[config.mk]
export PLATFORM = sky130hd
export DESIGN_NAME = alu_sequencer
export DESIGN_NICKNAME = d
export VERILOG_FILES = /design/src/rtl/alu_seq_pkg.sv /design/src/rtl/alu_seq_regfile.sv /design/src/rtl/alu_sequencer.sv
export SDC_FILE = /design/constraint.sdc
export NUM_CORES = 1
export LEC_CHECK = 0
export CAP_MARGIN = 20
export CORE_MARGIN = 8
export CORE_UTILIZATION = 48
export CTS_CLUSTER_DIAMETER = 30
export DETAILED_ROUTE_END_ITERATION = 8
export PLACE_DENSITY = 0.76
export SLEW_MARGIN = 10
export SYNTH_ARGS = -nofsm -noshare
export SYNTH_HDL_FRONTEND = slang
export SYNTH_SLANG_ARGS = --single-unit
[constraint.sdc]
create_clock -name clk -period 1.8 [get_ports clk]
set_input_delay 0.36 -clock clk [delete_from_list [all_inputs] [get_ports clk]]
set_output_delay 0.36 -clock clk [all_outputs]
set_load 0.02 [all_outputs]
[src/rtl/alu_seq_pkg.sv]
// Shared definitions for the ALU command sequencer: widths, ALU function codes,
// FSM state encoding and the response payload.
package alu_seq_pkg;

    localparam int unsigned DATA_W    = 16;
    localparam int unsigned REG_IDX_W = 2;
    localparam int unsigned NUM_REGS  = 4;
    localparam int unsigned OP_W      = 4;
    localparam int unsigned CNT_W     = 4;

    // ALU function codes
    localparam logic [OP_W-1:0] OP_ADD    = 4'd0;   // a + b
    localparam logic [OP_W-1:0] OP_SUB_AB = 4'd1;   // a - b
    localparam logic [OP_W-1:0] OP_SUB_BA = 4'd2;   // b - a
    localparam logic [OP_W-1:0] OP_ZERO   = 4'd3;   // 0
    localparam logic [OP_W-1:0] OP_ONE    = 4'd4;   // 1
    localparam logic [OP_W-1:0] OP_ONES   = 4'd5;   // 0xFFFF
    localparam logic [OP_W-1:0] OP_NEG_A  = 4'd6;   // -a
    localparam logic [OP_W-1:0] OP_NEG_B  = 4'd7;   // -b
    localparam logic [OP_W-1:0] OP_NOT_A  = 4'd8;   // ~a
    localparam logic [OP_W-1:0] OP_NOT_B  = 4'd9;   // ~b
    localparam logic [OP_W-1:0] OP_INC_A  = 4'd10;  // a + 1
    localparam logic [OP_W-1:0] OP_INC_B  = 4'd11;  // b + 1
    localparam logic [OP_W-1:0] OP_DEC_A  = 4'd12;  // a - 1
    localparam logic [OP_W-1:0] OP_DEC_B  = 4'd13;  // b - 1
    localparam logic [OP_W-1:0] OP_AND    = 4'd14;  // a & b
    localparam logic [OP_W-1:0] OP_OR     = 4'd15;  // a | b

    typedef enum logic [1:0] {
        IDLE = 2'd0,
        EXEC = 2'd1,
        RESP = 2'd2
    } state_t;

    // Response payload presented on the rsp_* port
    typedef struct packed {
        logic [DATA_W-1:0]    data;
        logic [REG_IDX_W-1:0] dst;
        logic                 zero;
        logic                 neg;
    } rsp_t;

endpackage

[src/rtl/alu_seq_regfile.sv]
// 4x16 register file: two combinational read ports, one synchronous write port,
// asynchronous clear.
// Ports: clk, rst_n; ra_idx/ra_data_c, rb_idx/rb_data_c read ports; we/wa/wd write port.
module alu_seq_regfile
    import alu_seq_pkg::*;
(
    input  logic                 clk,
    input  logic                 rst_n,
    input  logic [REG_IDX_W-1:0] ra_idx,
    input  logic [REG_IDX_W-1:0] rb_idx,
    output logic [DATA_W-1:0]    ra_data_c,
    output logic [DATA_W-1:0]    rb_data_c,
    input  logic                 we,
    input  logic [REG_IDX_W-1:0] wa,
    input  logic [DATA_W-1:0]    wd
);

    logic [DATA_W-1:0] regs_q [NUM_REGS];

    always_ff @(posedge clk or negedge rst_n) begin
        if (!rst_n) begin
            for (int unsigned i = 0; i < NUM_REGS; i++) begin
                regs_q[i] <= '0;
            end
        end else if (we) begin
            regs_q[wa] <= wd;
        end
    end

    assign ra_data_c = regs_q[ra_idx];
    assign rb_data_c = regs_q[rb_idx];

endmodule

[src/rtl/alu_sequencer.sv]
// Command front end for the combinational ALU: accepts load/ALU commands,
// holds operands for SETTLE cycles, writes the result back and returns it.
// Ports: clk, rst_n; cmd_* command port (valid/ready); alu_a/alu_b/alu_s to the
// ALU, alu_out from it; rsp_* response port (valid/ready) with zero/neg flags.
module alu_sequencer
    import alu_seq_pkg::*;
#(
    parameter int unsigned SETTLE = 2
)(
    input  logic                 clk,
    input  logic                 rst_n,
    input  logic                 cmd_valid,
    output logic                 cmd_ready,
    input  logic                 cmd_load,
    input  logic [OP_W-1:0]      cmd_op,
    input  logic [REG_IDX_W-1:0] cmd_dst,
    input  logic [REG_IDX_W-1:0] cmd_srca,
    input  logic [REG_IDX_W-1:0] cmd_srcb,
    input  logic [DATA_W-1:0]    cmd_imm,
    output logic [DATA_W-1:0]    alu_a,
    output logic [DATA_W-1:0]    alu_b,
    output logic [OP_W-1:0]      alu_s,
    input  logic [DATA_W-1:0]    alu_out,
    output logic                 rsp_valid,
    input  logic                 rsp_ready,
    output logic [DATA_W-1:0]    rsp_data,
    output logic [REG_IDX_W-1:0] rsp_dst,
    output logic                 rsp_zero,
    output logic                 rsp_neg
);

    state_t               state_q, state_d;
    logic [CNT_W-1:0]     cnt_q;
    logic [REG_IDX_W-1:0] dst_q;
    rsp_t                 rsp_q;

    logic [DATA_W-1:0]    ra_data_c, rb_data_c;
    logic                 start_exec_c;
    logic                 wb_en_c;
    logic [REG_IDX_W-1:0] wb_idx_c;
    logic [DATA_W-1:0]    wb_data_c;

    // Register file; sources are read combinationally at acceptance, so a
    // write-back to srca/srcb never affects the operands of the same command.
    alu_seq_regfile u_regfile (
        .clk       (clk),
        .rst_n     (rst_n),
        .ra_idx    (cmd_srca),
        .rb_idx    (cmd_srcb),
        .ra_data_c (ra_data_c),
        .rb_data_c (rb_data_c),
        .we        (wb_en_c),
        .wa        (wb_idx_c),
        .wd        (wb_data_c)
    );

    // State register
    always_ff @(posedge clk or negedge rst_n) begin
        if (!rst_n) begin
            state_q <= IDLE;
        end else begin
            state_q <= state_d;
        end
    end

    // Next-state and write-back control
    always_comb begin
        state_d      = state_q;
        start_exec_c = 1'b0;
        wb_en_c      = 1'b0;
        wb_idx_c     = dst_q;
        wb_data_c    = alu_out;
        case (state_q)
            IDLE: begin
                if (cmd_valid && cmd_ready) begin
                    if (cmd_load) begin
                        wb_en_c   = 1'b1;
                        wb_idx_c  = cmd_dst;
                        wb_data_c = cmd_imm;
                        state_d   = RESP;
                    end else begin
                        start_exec_c = 1'b1;
                        state_d      = EXEC;
                    end
                end
            end
            EXEC: begin
                if (cnt_q == CNT_W'(SETTLE - 1)) begin
                    wb_en_c = 1'b1;
                    state_d = RESP;
                end
            end
            RESP: begin
                if (rsp_ready) begin
                    state_d = IDLE;
                end
            end
            default: state_d = IDLE;
        endcase
    end

    // Handshake flags, operand/settle registers and response payload
    always_ff @(posedge clk or negedge rst_n) begin
        if (!rst_n) begin
            cmd_ready <= 1'b1;
            rsp_valid <= 1'b0;
            alu_a     <= '0;
            alu_b     <= '0;
            alu_s     <= '0;
            dst_q     <= '0;
            cnt_q     <= '0;
            rsp_q     <= '0;
        end else begin
            cmd_ready <= (state_d == IDLE);
            rsp_valid <= (state_d == RESP);
            if (start_exec_c) begin
                alu_a <= ra_data_c;
                alu_b <= rb_data_c;
                alu_s <= cmd_op;
                dst_q <= cmd_dst;
                cnt_q <= '0;
            end else if (state_q == EXEC) begin
                cnt_q <= cnt_q + CNT_W'(1);
            end
            if (wb_en_c) begin
                rsp_q.data <= wb_data_c;
                rsp_q.dst  <= wb_idx_c;
                rsp_q.zero <= (wb_data_c == '0);
                rsp_q.neg  <= wb_data_c[DATA_W-1];
            end
        end
    end

    assign rsp_data = rsp_q.data;
    assign rsp_dst  = rsp_q.dst;
    assign rsp_zero = rsp_q.zero;
    assign rsp_neg  = rsp_q.neg;

endmodule

==> results.sh <==
export IMPL_critPathArrivalTime_ps=2200
export IMPL_numCtsBuffers=17
export IMPL_avgSynthCellArea_um2=16.5
export IMPL_outcome="finished with violations"
export IMPL_p_leak_nw=4.00
export IMPL_grt_remaining_overflow=0
export IMPL_pwr_share_comb_pct=44.0
export IMPL_yosys_warnings=0
export IMPL_violations="setup timing"
export IMPL_die_w_um=130
export IMPL_worst_pin_slew_ps=457
export IMPL_antenna_found_initial=0
export IMPL_fin_nets=587
export IMPL_dp_cells=671
export IMPL_dp_hpwl_mm=10.3
export IMPL_ir_drop_uv=974
export IMPL_yosys_area_top_type="dfrtp_1"
export IMPL_drc=0
export IMPL_path_cells="and4bb_4, buf_12, nand2_8, buf_12, mux2_2, mux2_2"
export IMPL_clock_path_buffers=2
export IMPL_grt_max_degree=55
export IMPL_ys_ff_latch=129
export IMPL_final_common_cell="dfrtp_1"
export IMPL_syn_nets=424
export IMPL_vias=4030
export IMPL_rsz0062_at_grt="yes"
export IMPL_drtPass1Iterations=4
export IMPL_synth_top_area_share_pct=51.8
export IMPL_cts_tree="done"
export IMPL_final_max_slew_viol_count=0
export IMPL_synth_cell_types=44
export IMPL_synth_edf_count=0
export IMPL_port_buffers=104
export IMPL_grt_usage_pct=19.4
export IMPL_synth_compound_area_share_pct=2.21
export IMPL_synth_area_um2=6180
export IMPL_cp_slowest_cell="dfstp_2"
export IMPL_async_flop_share_pct=100
export IMPL_crit_path_start="cmd_ready"
export IMPL_worst_r2r_endpoint="rsp_data[15]"
export IMPL_ys_seq_area_share_pct=52.2
export IMPL_power_w=0.0162
export IMPL_hold_viol_final=0
export IMPL_start_util_pct=49.0
export IMPL_fin_crit_sh_pct=105
export IMPL_max_stage_delay_ps=530
export IMPL_synthXorXnorAreaFrac_pct=0.283
export IMPL_worstPathRequired_ps=2100
export IMPL_io_pins=105
export IMPL_postLayoutCoreUtil_pct=71.6
export IMPL_clock_latency_ps=420
export IMPL_max_clock_freq_mhz=527
export IMPL_critPathKind="reg2reg"
export IMPL_wl_per_cell_um=23.0
export IMPL_core_area_um2=12600
export IMPL_synth_top_family_by_area="multiplexers"
export IMPL_max_slew_margin_pct=69.2
export IMPL_r2r_start="cmd_ready"
export IMPL_rrSetupSlack_ps=-100
export IMPL_routed_wl_mm=16.6
export IMPL_power_frac_clock_pct=22.1
export IMPL_worstSetupEndpointType="flop"
export IMPL_root_buffer="clkbuf_16"
export IMPL_final_cell_mix="dfrtp_1, mux2_4, clkdlybuf4s50_1"
export IMPL_intPower_w=0.0111
export IMPL_seqPwrFrac_pct=33.9
export IMPL_hold_path_class="in2async"
export IMPL_skew_ps=8.91
export IMPL_drt_iter0_markers=287
export IMPL_p_per_area_nw_per_um2=1800
export IMPL_place_area_um2=7760
export IMPL_fin_cells=723
export IMPL_die_h_um=130
export IMPL_ant_nets=0
export IMPL_std_cell_rows=41
export IMPL_first_global_vias=4456
export IMPL_drv_cap=0
export IMPL_synth_fa_ha_area_share_pct=0.405
export IMPL_grt_pass1_wl_mm=24.6
export IMPL_synth_mux_area_share_pct=37.5
export IMPL_power_switching_w=0.00510
export IMPL_ys_flop_type="dfrtp_1"
export IMPL_path_clk_slew_ps=60
export IMPL_vias_per_cell=5.57
export IMPL_min_period_ps=1900
export IMPL_setup_viol=118
export IMPL_critPathMaxFanout=7
export IMPL_clock_sinks=129
export IMPL_switching_share_pct=31.4
export IMPL_worst_slack_ps=-97.4
export IMPL_antenna_cells=0
export IMPL_synthTopCellsByArea="dfrtp_1, mux2_2, mux4_2"
export IMPL_layout_drive_gt1_share_pct=50.1
export IMPL_synth_simple_area_share_pct=4.17
export IMPL_synthToLayoutAreaGrowth_pct=46.1
export IMPL_die_area_um2=16800
export IMPL_rr_worst_depth=6
export IMPL_htreeDepth=4
export IMPL_critPathLaunchType="flop"
export IMPL_syn_inst=375
export IMPL_place_congestion=0.826
export IMPL_design_area_um2=9040
per-stage QoR:
step / hold slack (ps) / setup WS, ps / setup TNS, ps
finish: 416 / -97.4 / -6590
global route: 444 / -190 / -13710
CTS: 418 / -84.3 / -3100
detailed placement: 317 / -397 / -40580
global placement: 309 / -363 / -37320
floorplan: 64.4 / -93.3 / -4220
cell usage after synthesis (2+ instances only):
library cell,n
mux4_2,32
ha_1,2
dfrtp_1,128
mux2_4,25
nor4_1,8
xor2_1,2
buf_6,6
o22ai_2,2
clkbuf_8,2
inv_1,3
a31oi_1,2
buf_2,8
o21ai_0,3
a22oi_1,2
nand2_4,2
nor2_1,4
mux2_2,108
clkbuf_1,3
nand4_1,2
nand2_1,6
buf_4,2
layout make-up:
class | instances | area [µm²]
Clock buffer | 17 | 425
Clock inverter | 15 | 193
Fill cell | 819 | 3580
Inverter | 3 | 11.3
Multi-Input combinational cell | 220 | 3070
Sequential cell | 129 | 3230
Tap cell | 172 | 215
Timing Repair Buffer | 167 | 1890
timing repair:
| action | in CTS | in global routing |
|---|---|---|
| hold buffers | 1 | 0 |
| gates resized for setup | 43 | 55 |
| endpoints found under the hold margin | 27 | 0 |
| gates cloned | 1 | 6 |
| setup endpoints to repair | 85 | 123 |
| pin swaps | 3 | 2 |
| buffers inserted | 5 | 7 |
cell families after synthesis:
logic type	Yosys count
buffers and inverters	26
AND/OR/NAND/NOR	35
multiplexers	166
adder cells (fa/ha/maj)	2
flip-flops	129
AO/OA/AOI/OAI	15
XOR/XNOR	2
power groups by stage:
stage               Combinational [W]  Sequential, W  Clock (W)
floorplan                     0.00301        0.00599          0
global placement              0.00595        0.00532          0
detailed placement            0.00609        0.00543          0
CTS                           0.00648        0.00543    0.00362
global route                  0.00752        0.00568    0.00377
finish                        0.00714        0.00550    0.00359
worst max-delay path: cells and delay by family (launching register included):
family        cells  cell delay (ps)
buf+inv           2              280
flops             1              530
simple gates      2              360
mux               2              610
routing by layer:
layer  wire (µm)  global-route usage, %  share of wire (%)
met1        6880                   23.4                 41
met5           0                      0                  0
met4         357                   8.27                2.1
met3        1070                   5.18                6.4
met2        8320                   32.4                 50
worst max path at each step:
stage,to,slack (ps),cells past startpoint
5_1_grt,u_regfile.regs_q[12],-190,8
3_5_place_dp,u_regfile.regs_q[3],-400,6
6_report,rsp_data[15],-100,6
3_3_place_gp,u_regfile.regs_q[19],-360,6
2_1_floorplan,u_regfile.regs_q[10],-90,7
4_1_cts,u_regfile.regs_q[30],-80,8
sequential cells by signal, indices dropped and copies added, names as in the netlist, 4 cells and up:
signal	count
cnt_q	4
u_regfile.regs_q	64
alu_a	16
rsp_data	16
alu_b	16
alu_s	4
Note: power is estimated with default switching activity, not from simulation.
